File: src/rtl/nibble_serial_adder.sv
//------------------------------------------------------------------------------
// nibble_serial_adder
//
// Purpose:
//   Multi-cycle WIDTH-bit adder. It feeds the operands four bits at a time
//   through a single 4-bit carry-lookahead slice (CarryLookaheadAdder4bits).
//   The carry between slices is registered, and the full sum is assembled in
//   a right-shifting register. A result therefore takes N = WIDTH/4 cycles
//   instead of needing a full-width adder.
//
// Parameters:
//   WIDTH        operand width in bits; a multiple of 4 and at least 8
//
// Ports:
//   clk          clock; all state updates happen on the rising edge
//   rst_n        asynchronous active-low reset
//   in_valid_i   operand offer from the issue logic
//   in_ready_o   block can accept operands (only in IDLE)
//   a_i, b_i     operands, WIDTH bits each
//   c_in_i       carry into bit 0
//   out_valid_o  result available (only in DONE)
//   out_ready_i  consumer accepts the result
//   sum_o        low WIDTH bits of a + b + c_in
//   c_out_o      carry out of bit WIDTH-1
//   overflow_o   two's-complement overflow of the addition
//------------------------------------------------------------------------------

// Plain 4-bit carry-lookahead slice: every carry is computed directly from
// generate/propagate terms, so there is no ripple inside the nibble.
module CarryLookaheadAdder4bits (
  input  logic [3:0] a_i,
  input  logic [3:0] b_i,
  input  logic       c_i,
  output logic [3:0] s_o,
  output logic       c_o
);

  logic [3:0] g;
  logic [3:0] p;
  logic [4:0] c;

  assign g = a_i & b_i;
  assign p = a_i ^ b_i;

  assign c[0] = c_i;
  assign c[1] = g[0] | (p[0] & c[0]);
  assign c[2] = g[1] | (p[1] & g[0]) | (p[1] & p[0] & c[0]);
  assign c[3] = g[2] | (p[2] & g[1]) | (p[2] & p[1] & g[0])
              | (p[2] & p[1] & p[0] & c[0]);
  assign c[4] = g[3] | (p[3] & g[2]) | (p[3] & p[2] & g[1])
              | (p[3] & p[2] & p[1] & g[0])
              | (p[3] & p[2] & p[1] & p[0] & c[0]);

  assign s_o = p ^ c[3:0];
  assign c_o = c[4];

endmodule

module nibble_serial_adder #(
  parameter int WIDTH = 32
) (
  input  logic             clk,
  input  logic             rst_n,
  input  logic             in_valid_i,
  output logic             in_ready_o,
  input  logic [WIDTH-1:0] a_i,
  input  logic [WIDTH-1:0] b_i,
  input  logic             c_in_i,
  output logic             out_valid_o,
  input  logic             out_ready_i,
  output logic [WIDTH-1:0] sum_o,
  output logic             c_out_o,
  output logic             overflow_o
);

  localparam int N  = WIDTH / 4;
  localparam int CW = $clog2(N);

  localparam logic [CW-1:0] LAST_STEP = CW'(N - 1);

  localparam logic [1:0] IDLE = 2'd0;
  localparam logic [1:0] RUN  = 2'd1;
  localparam logic [1:0] DONE = 2'd2;

  logic [1:0]       state_q,    state_d;
  logic [CW-1:0]    cnt_q,      cnt_d;
  logic [WIDTH-1:0] aSh_q,      aSh_d;
  logic [WIDTH-1:0] bSh_q,      bSh_d;
  logic             carry_q,    carry_d;
  logic [WIDTH-1:0] sum_q,      sum_d;
  logic             cOut_q,     cOut_d;
  logic             ovf_q,      ovf_d;
  logic             inReady_q,  inReady_d;
  logic             outValid_q, outValid_d;

  logic [3:0] sliceSum;
  logic       sliceCout;
  logic       msbCarryIn;

  // The operand shift registers always present the current nibble in their
  // low four bits, so the slice never needs a nibble multiplexer.
  CarryLookaheadAdder4bits uSlice (
    .a_i (aSh_q[3:0]),
    .b_i (bSh_q[3:0]),
    .c_i (carry_q),
    .s_o (sliceSum),
    .c_o (sliceCout)
  );

  // Carry into the top bit of the slice, recovered from the sum bit:
  // s = a ^ b ^ cin  =>  cin = s ^ a ^ b. Only meaningful on the last step,
  // where that bit is the MSB of the whole word.
  assign msbCarryIn = sliceSum[3] ^ aSh_q[3] ^ bSh_q[3];

  // Next-state logic. Everything holds by default; IDLE latches a new
  // request, RUN advances one nibble per cycle, DONE waits for the consumer.
  always_comb begin
    state_d  = state_q;
    cnt_d    = cnt_q;
    aSh_d    = aSh_q;
    bSh_d    = bSh_q;
    carry_d  = carry_q;
    sum_d    = sum_q;
    cOut_d   = cOut_q;
    ovf_d    = ovf_q;

    case (state_q)
      IDLE: begin
        if (in_valid_i) begin
          aSh_d   = a_i;
          bSh_d   = b_i;
          carry_d = c_in_i;
          cnt_d   = '0;
          state_d = RUN;
        end
      end

      RUN: begin
        aSh_d   = {4'b0000, aSh_q[WIDTH-1:4]};
        bSh_d   = {4'b0000, bSh_q[WIDTH-1:4]};
        // New nibble enters at the top; after N steps the first nibble has
        // reached bits 3..0 and the word is in its final position.
        sum_d   = {sliceSum, sum_q[WIDTH-1:4]};
        carry_d = sliceCout;
        if (cnt_q == LAST_STEP) begin
          cOut_d  = sliceCout;
          ovf_d   = msbCarryIn ^ sliceCout;
          state_d = DONE;
        end else begin
          cnt_d = cnt_q + CW'(1);
        end
      end

      DONE: begin
        if (out_ready_i) begin
          state_d = IDLE;
        end
      end

      default: begin
        state_d = IDLE;
      end
    endcase
  end

  // Handshake flags are flops decoded from the next state, so neither output
  // has a combinational path from in_valid_i or out_ready_i.
  always_comb begin
    inReady_d  = (state_d == IDLE);
    outValid_d = (state_d == DONE);
  end

  // State registers. Reset discards any operation in flight and returns
  // every visible output to its idle value.
  always_ff @(posedge clk or negedge rst_n) begin
    if (!rst_n) begin
      state_q    <= IDLE;
      cnt_q      <= '0;
      aSh_q      <= '0;
      bSh_q      <= '0;
      carry_q    <= 1'b0;
      sum_q      <= '0;
      cOut_q     <= 1'b0;
      ovf_q      <= 1'b0;
      inReady_q  <= 1'b1;
      outValid_q <= 1'b0;
    end else begin
      state_q    <= state_d;
      cnt_q      <= cnt_d;
      aSh_q      <= aSh_d;
      bSh_q      <= bSh_d;
      carry_q    <= carry_d;
      sum_q      <= sum_d;
      cOut_q     <= cOut_d;
      ovf_q      <= ovf_d;
      inReady_q  <= inReady_d;
      outValid_q <= outValid_d;
    end
  end

  assign in_ready_o  = inReady_q;
  assign out_valid_o = outValid_q;
  assign sum_o       = sum_q;
  assign c_out_o     = cOut_q;
  assign overflow_o  = ovf_q;

endmodule

File: config.mk
export PLATFORM = sky130hd
export DESIGN_NAME = nibble_serial_adder
export DESIGN_NICKNAME = d
export VERILOG_FILES = /design/src/rtl/nibble_serial_adder.sv
export SDC_FILE = /design/constraint.sdc
export NUM_CORES = 1
export LEC_CHECK = 0
export BUFFER_PORTS_ARGS = -buffer_cell sky130_fd_sc_hd__buf_2
export CORE_ASPECT_RATIO = 2
export CORE_MARGIN = 5
export CORE_UTILIZATION = 54
export DETAILED_ROUTE_END_ITERATION = 8
export GPL_ROUTABILITY_DRIVEN = 0
export PLACE_DENSITY = 0.88
export SKIP_CTS_REPAIR_TIMING = 1
export SLEW_MARGIN = 30
export SYNTH_ARGS = -nofsm -noshare
export SYNTH_HDL_FRONTEND = slang
export SYNTH_SLANG_ARGS = --single-unit
File: constraint.sdc
create_clock -name clk -period 1.8 [get_ports clk]
set_input_delay 0.18 -clock clk [delete_from_list [all_inputs] [get_ports clk]]
set_output_delay 0.18 -clock clk [all_outputs]
set_load 0.005 [all_outputs]
==> results of run 1 <==
==> worst max-delay path: cells and delay by family, from the launching register on <==
family | cells | cell delay [ns]
simple gates | 1 | 0.16
flops | 1 | 0.44
xor+xnor | 1 | 0.30
compound gates | 3 | 0.55
fa+ha+maj | 1 | 0.27
==> cell usage after synthesis (2+ instances only) <==
cell type	n
nand2_1	155
dfrtp_1	105
o21ai_0	73
mux2i_1	56
buf_2	12
a21oi_1	10
clkbuf_1	8
buf_6	7
and2b_1	6
ha_1	6
nor2_1	5
inv_1	4
a211oi_1	3
nor2b_1	3
a21o_1	2
nand2b_1	2
nand3_1	2
o21bai_1	2
xor2_1	2
==> path summary, 6_finish.rpt <==
path | endpoint | slack (ns) | from | cells past startpoint
worst max-delay path | overflow_o | -0.02 | aSh_q[0] | 6
worst max register to register | overflow_o | -0.02 | aSh_q[0] | 6
worst min register to register | aSh_q[5] | 0.48 | aSh_q[5] | 2
max in group asynchronous | aSh_q[30] | 1.01 | rst_n | 3
min in group asynchronous | sum_o[25] | 0.18 | rst_n | 2
worst min-delay path | aSh_q[31] | 0.12 | a_i[31] | 3
==> logic make-up after synthesis <==
kind of cell             share of synthesized area, %
adder cells (fa/ha/maj)                          1.99
flip-flops                                       55.6
AO/OA/AOI/OAI                                    10.4
AND/OR/NAND/NOR                                  15.4
XOR/XNOR                                        0.550
buffers and inverters                            4.11
multiplexers                                     12.0
==> sequential cells by signal, summed over array words and instances, names as in the netlist <==
signal and count:
out_valid_o 1, bSh_q 32, state_q 2, in_ready_o 1, overflow_o 1, sum_o 32, cnt_q 3, c_out_o 1
aSh_q 32, carry_q 1
==> area by class of cell <==
| cell class | count | share of cell area [%] |
|---|---|---|
| sequential | 106 | 46.0 |
| multi-input combinational | 339 | 34.2 |
| timing repair buffer | 118 | 11.8 |
| clock buffer | 10 | 3.97 |
| tap | 100 | 2.17 |
| clock inverter | 6 | 1.56 |
| inverter | 4 | 0.260 |
==> stage by stage <==
stage	cells	utilization, %	TNS (ns)
6_report	683	66.7	-0.0156
4_1_cts	682	66.2	-0.142
3_3_place_gp	666	62.5	0
2_1_floorplan	478	-	0
5_1_grt	683	66.7	-0.0719
3_5_place_dp	666	62.5	-0.105
==> report_power, final <==
part | internal [W] | switching, W | total, W
logic | 0.00174 | 0.00221 | 0.00395
registers | 0.00340 | 0.000656 | 0.00406
clock network | 0.00122 | 0.000858 | 0.00208
total | 0.00636 | 0.00372 | 0.0101
==> per-layer routing <==
layer | global-route usage (%) | up-vias
met2 | 37.7 | 99
li1 | - | 1791
met4 | 7.00 | 0
met1 | 22.9 | 1733
met3 | 4.67 | 18
met5 | 0 | -
==> impl_metrics.yaml, run 1 <==
outcome:
  status: "finished, violations left"
  failed_checks: "negative setup slack"
route:
  ant_nets: 0
  wirelength_um: 10900
  first_iter_violations: 181
  vias: 3641
  detail_route.wl_per_cell_um: 15.9
  top_layer: "met4"
  detail_route.drc_violations: 0
  viasPerCell: 5.33
  wl_met2_um: 5950
  wl_met3_um: 508
  wl_met1_um: 4140
  first_pass_iters: 5
place:
  postPlaceCellArea_um2: 5410
  post-place-ws_ns: -0.0831
  port_buffers: 104
  dp_hpwl_um: 7790
timing:
  period_needed_ns: 1.82
  holdWs_ns: 0.119
  tightest_slew_ns: 0.426
  fin_ws_ns: -0.0156
  setup_viol: 1
  skew_ns: 0.00497
  hold_viol_final: 0
  fmax_ghz: 0.551
  fin_crit_sh_pct: 101
  slew_headroom_pct: 71.6
  slew_violations: 0
finish:
  finish.instance_area_um2: 5770
  fin_nets: 654
  layout_common_cells: "155 x nand2_1, 104 x dfrtp_1, 103 x buf_2"
  n_antenna_cell: 0
  fill_cells: 681
  final_common_cell: "nand2_1"
  register_area_um2: 2660
  syn_to_final_growth_pct: 20.9
  drive_gt1_share_pct: 24.7
  multi_input_area_um2: 1980
synth:
  synth_edf_count: 0
  syn-cell-area_um2: 4770
  yosys-top-cells-area: "dfrtp_1 55%, nand2_1 12%, mux2i_1 12%"
  synth_top_cell_by_area: "dfrtp_1"
  ys_seq_area_share_pct: 55.6
  synthesis.nets: 554
  postSynthAreaPerCell_um2: 9.99
  async_flop_share_pct: 100
  synthCells: 478
  ys_ff_latch: 106
  yosys.cell_types.count: 34
  ys.flop_type: "dfrtp_1"
  synth_top_area_share_pct: 55.0
  ys.warnings.count: 0
clock_network:
  cts-htree-levels: 3
  root_buffer: "clkbuf_16"
  cts_buffer_depth: 2
  insertion_delay_ns: 0.34
  cts_sinks: 106
  cts_made_buffers: 9
  path_clk_slew_ns: 0.07
  cts_tree: "built"
grt:
  grt_overflow: 0
  grt_start_max_net_pins: 70
  track_usage_pct: 20.4
  antenna_found_initial: 0
  grt_first_pass_wirelength_um: 17900
  grt_pass1_vias: 3758
setup_path:
  slowest_stage: "dfrtp_2"
  cp-start-kind: "flip-flop"
  arrival_ns: 2.06
  path_cells: "ha_4 -> a211oi_4 -> o21bai_2 -> xnor2_1 -> nand3_1 -> o211ai_1"
  cp_max_fo: 3
  worstPathRequired_ns: 2.05
  cp_slowest_stage_delay_ns: 0.44
  worstSetupEndpointType: "flip-flop"
  worstSetupPathType: "flip-flop to flip-flop"
floorplan:
  die_area_um2: 10900
  core.rowCount: 48
  ios: 105
  die_x_um: 76.5
  die_y_um: 143
  start_util_pct: 55.2
  core_area_um2: 8650
pwr:
  ir_drop_mv: 0.803
  p_leak_nw: 3.10
  power_w: 0.0101
  pwr_density_cell_nw_per_um2: 1750
run:
  drv_cap: 0
hold_path:
  min_path_type: "primary input to flip-flop"
Power figures use the tool's default switching activity.
==> run 2: changes to the inputs <==
--- a/config.mk
+++ b/config.mk
@@ -6,14 +6,17 @@
 export NUM_CORES = 1
 export LEC_CHECK = 0
 export BUFFER_PORTS_ARGS = -buffer_cell sky130_fd_sc_hd__buf_2
+export CELL_PAD_IN_SITES_DETAIL_PLACEMENT = 1
+export CELL_PAD_IN_SITES_GLOBAL_PLACEMENT = 2
 export CORE_ASPECT_RATIO = 2
 export CORE_MARGIN = 5
-export CORE_UTILIZATION = 54
+export CORE_UTILIZATION = 33
 export DETAILED_ROUTE_END_ITERATION = 8
 export GPL_ROUTABILITY_DRIVEN = 0
-export PLACE_DENSITY = 0.88
+export PLACE_DENSITY_LB_ADDON = 0.1
 export SKIP_CTS_REPAIR_TIMING = 1
 export SLEW_MARGIN = 30
 export SYNTH_ARGS = -nofsm -noshare
 export SYNTH_HDL_FRONTEND = slang
 export SYNTH_SLANG_ARGS = --single-unit
+export TNS_END_PERCENT = 5
==> run 2 against run 1 <==
Hold slack lost 0.0064 ns. The flow now finishes without violations. Critical path type unchanged. Clock skew grew 0.0061 ns. First-iteration DRC count shrank 52%. Sequential power is essentially flat. Register-to-register slack gained 0.099 ns. Utilization shrank 25 points. Via count grew 1.2%. Worst setup slack gained 0.099 ns. Clock power shrank 9.6%. Final cell count grew 15%. Largest cell class unchanged.
==> impl_metrics.yaml, run 2 (synthesized netlist as in run 1, its figures left out) <==
pwr:
  pwr_density_cell_nw_per_um2: 1680
  ir_drop_mv: 0.658
  p_leak_nw: 3.11
  power_w: 0.00988
route:
  vias: 3684
  detail_route.drc_violations: 0
  viasPerCell: 4.70
  first_pass_iters: 4
  detail_route.wl_per_cell_um: 15.9
  wirelength_um: 12500
  ant_nets: 0
  first_iter_violations: 87
timing:
  tightest_slew_ns: 0.420
  holdWs_ns: 0.112
  slew_violations: 0
  period_needed_ns: 1.72
  slew_headroom_pct: 72.0
  fin_crit_sh_pct: 95.3
  fin_ws_ns: 0.0838
  skew_ns: 0.0111
  fmax_ghz: 0.583
  hold_viol_final: 0
  rsz0062_at_grt: "false"
  setup_viol: 0
finish:
  multi_input_area_um2: 1960
  syn_to_final_growth_pct: 23.5
  layout_common_cells: "155 x nand2_1, 105 x dfrtp_1, 103 x buf_2"
  final_common_cell: "nand2_1"
  fin_nets: 663
  register_area_um2: 2650
  n_antenna_cell: 0
  drive_gt1_share_pct: 25.2
  fill_cells: 1705
  post-route-util_pct: 41.3
grt:
  grt_use_met2_pct: 28.1
  grt_start_max_net_pins: 58
  grt_pass1_vias: 4043
  use_met3_pct: 3.30
  grt_first_pass_wirelength_um: 20100
  top_usage_layer: "met2"
  track_usage_pct: 15.1
  antenna_found_initial: 0
  grtUsageMet1_pct: 16.5
  grt_overflow: 0
clock_network:
  insertion_delay_ns: 0.35
  cts_sinks: 106
  cts_made_buffers: 9
  path_clk_slew_ns: 0.08
  cts_tree: "built"
  root_buffer: "clkbuf_16"
  cts_buffer_depth: 2
  cts-htree-levels: 3
setup_path:
  arrival_ns: 1.93
  cp-start-kind: "flip-flop"
  worstSetupPathType: "flip-flop to flip-flop"
  cp_max_fo: 3
  reg2reg_setup_slack_ns: 0.08
  worstPathRequired_ns: 2.01
  worstSetupEndpointType: "flip-flop"
place:
  port_buffers: 104
  post-place-ws_ns: -0.0440
  dp_hpwl_um: 9370
floorplan:
  die_x_um: 95.1
  core.rowCount: 62
  start_util_pct: 33.5
  die_area_um2: 17100
  die_y_um: 180
  ios: 105
  core_area_um2: 14300
outcome:
  status: "finished clean"
run:
  drv_cap: 0
hold_path:
  min_path_type: "primary input to flip-flop"
run 2: worst paths after layout:
kind                          start         end  cells past startpoint
setup / recovery           aSh_q[1]  overflow_o                      6
max in group asynchronous     rst_n   bSh_q[19]                      3
hold reg to reg            sum_o[2]    sum_o[2]                      2
hold / removal              a_i[14]   aSh_q[14]                      3
setup reg to reg           aSh_q[1]  overflow_o                      6
min in group asynchronous     rst_n   sum_o[19]                      2
run 2: where the power goes:
| group | total [W] | switching (W) | internal [W] |
|---|---|---|---|
| sequential | 0.00403 | 0.000634 | 0.00340 |
| clock | 0.00188 | 0.000895 | 0.000986 |
| combinational | 0.00397 | 0.00218 | 0.00179 |
| total | 0.00988 | 0.00371 | 0.00617 |
run 2: layout make-up:
type	instances	area share (%)
multi-input combinational	339	33.2
timing repair buffer	127	12.7
sequential	106	45.0
tap	192	4.07
inverter	4	0.255
clock buffer	11	4.12
clock inverter	5	0.658
run 2: critical path: stages (launching register included):
cell and delay [ns]:
dfrtp_1 0.39, ha_1 0.34, o21ai_1 0.11, o21ai_0 0.27, nor4b_2 0.09, a221oi_1 0.26
o211ai_1 0.13
run 2: layer usage:
layer,up-vias,wire (um)
li1,1803,-
met1,1788,4670
met2,79,7040
met3,14,513
met4,0,226
met5,-,0
run 2: through the flow:
stage	instance area, um2	std cells	setup TNS (ns)
after CTS	5870	783	-0.0530
after floorplan	4770	478	0
final	5900	784	0
after detailed placement	5590	767	-0.0440
after global routing	5900	784	0
after global placement	5590	767	0
==> run 3: changes to the inputs <==
==> constraint.sdc (replaced) <==
create_clock -name clk -period 1.8 [get_ports clk]
set_input_delay 0.36 -clock clk [delete_from_list [all_inputs] [get_ports clk]]
set_output_delay 0.36 -clock clk [all_outputs]
set_load 0.005 [all_outputs]
==> run 3 against run 2 <==
Power is 3.3% higher. Largest cell class unchanged. Sequential cell count stayed put. First-iteration DRC count is 9.2% lower. Critical endpoint unchanged. Clock power is 15% higher. Hold slack better by 0.18 ns. Critical path depth is 1 lower. Fmax is 2.5% higher. Wire length is 1.5% higher. Global-route usage is 0.15 points higher. Combinational power is 1% higher. Die area stayed put.
==> impl_metrics.yaml, run 3 (synthesized netlist as in run 1, its figures left out) <==
finish:
  n_antenna_cell: 0
  fin_nets: 661
  fill_cells: 1701
  register_area_um2: 2650
  layout_common_cells: "155 x nand2_1, 105 x dfrtp_1, 103 x buf_2"
  multi_input_area_um2: 1960
  post-route-util_pct: 41.6
  syn_to_final_growth_pct: 24.4
  drive_gt1_share_pct: 25.3
  final_common_cell: "nand2_1"
grt:
  track_usage_pct: 15.3
  grt_pass1_vias: 4027
  antenna_found_initial: 0
  grt_start_max_net_pins: 57
  grt_overflow: 0
  grt_first_pass_wirelength_um: 20400
place:
  dp_hpwl_um: 9450
  port_buffers: 104
  post-place-ws_ns: -0.00644
route:
  wl_met3_um: 456
  first_iter_violations: 79
  vias: 3672
  wirelength_um: 12600
  first_pass_iters: 6
  viasPerCell: 4.70
  wl_met1_um: 5020
  wl_met2_um: 7010
  ant_nets: 0
  detail_route.wl_per_cell_um: 16.2
  top_layer: "met4"
  detail_route.drc_violations: 0
floorplan:
  die_y_um: 180
  ios: 105
  die_area_um2: 17100
  core.rowCount: 62
  die_x_um: 95.1
  core_area_um2: 14300
  start_util_pct: 33.5
timing:
  fin_ws_ns: 0.126
  slew_headroom_pct: 72.7
  fin_crit_sh_pct: 93.0
  fin_tns_setup_ns: 0
  skew_ns: 0.00976
  setup_viol: 0
  slew_violations: 0
  holdWs_ns: 0.287
  rsz0062_at_grt: "false"
  hold_viol_final: 0
  fmax_ghz: 0.597
  tightest_slew_ns: 0.408
  period_needed_ns: 1.67
setup_path:
  worstSetupPathType: "flip-flop to flip-flop"
  arrival_ns: 1.88
  cp_max_fo: 3
  worstSetupEndpointType: "flip-flop"
  worstPathRequired_ns: 2.01
  cp-start-kind: "flip-flop"
clock_network:
  insertion_delay_ns: 0.35
  cts-htree-levels: 3
  path_clk_slew_ns: 0.08
  root_buffer: "clkbuf_16"
  cts_made_buffers: 9
  cts_sinks: 106
  cts_tree: "built"
  cts_buffer_depth: 2
pwr:
  power_w: 0.0102
  ir_drop_mv: 0.724
  p_leak_nw: 3.14
  pwr_density_cell_nw_per_um2: 1720
hold_path:
  min_path_type: "primary input to flip-flop"
run:
  drv_cap: 0
outcome:
  status: "finished clean"
[run 3: cell types whose count changed in the layout (fill, tap and decap cells not counted), sizes merged]
| cell | previous run | this run |
|---|---|---|
| buf | 126 | 124 |
| bufinv | 0 | 2 |
| clkbuf | 11 | 9 |
| clkinvlp | 1 | 0 |
| inv | 5 | 6 |
[run 3: report_power, final]
| part | switching [W] | leakage [nW] | internal [W] | total [W] |
|---|---|---|---|---|
| combinational | 0.00222 | 1.63 | 0.00180 | 0.00401 |
| sequential | 0.000634 | 1.35 | 0.00340 | 0.00403 |
| clock | 0.000930 | 0.160 | 0.00123 | 0.00216 |
[run 3: worst max-delay path, cell delays in order (launching register included)]
cell,delay [ns]
dfrtp_1,0.42
ha_4,0.26
a211oi_2,0.26
o21ai_0,0.19
a221oi_1,0.29
o211ai_1,0.13
[run 3: routing by layer]
metal | GRT usage (%) | vias to the layer above
li1 | - | 1807
met1 | 17.3 | 1785
met3 | 3.51 | 9
met5 | 0 | -
met4 | 3.76 | 0
met2 | 28.1 | 71
[run 3: final timing paths]
path	from	endpoint	slack [ns]	cells past startpoint
setup / recovery	aSh_q[0]	overflow_o	0.13	5
hold / removal	b_i[31]	bSh_q[31]	0.29	3
setup reg to reg	aSh_q[0]	overflow_o	0.13	5
hold reg to reg	sum_o[3]	sum_o[3]	0.48	2
max in group asynchronous	rst_n	aSh_q[1]	0.72	3
min in group asynchronous	rst_n	sum_o[19]	0.46	2
[run 3: final cells by class]
cell class                 instances  area share (%)
timing repair buffer             125            12.6
clock buffer                       9            3.79
multi-input combinational        339            33.0
clock inverter                     7            1.68
sequential                       106            44.7
inverter                           4           0.253
tap                              192            4.04
[run 3: metrics by stage]
step           instance area [um2]  cells
2_1_floorplan                 4770    478
3_3_place_gp                  5580    764
3_5_place_dp                  5580    764
4_1_cts                       5900    780
5_1_grt                       5940    782
6_report                      5940    782
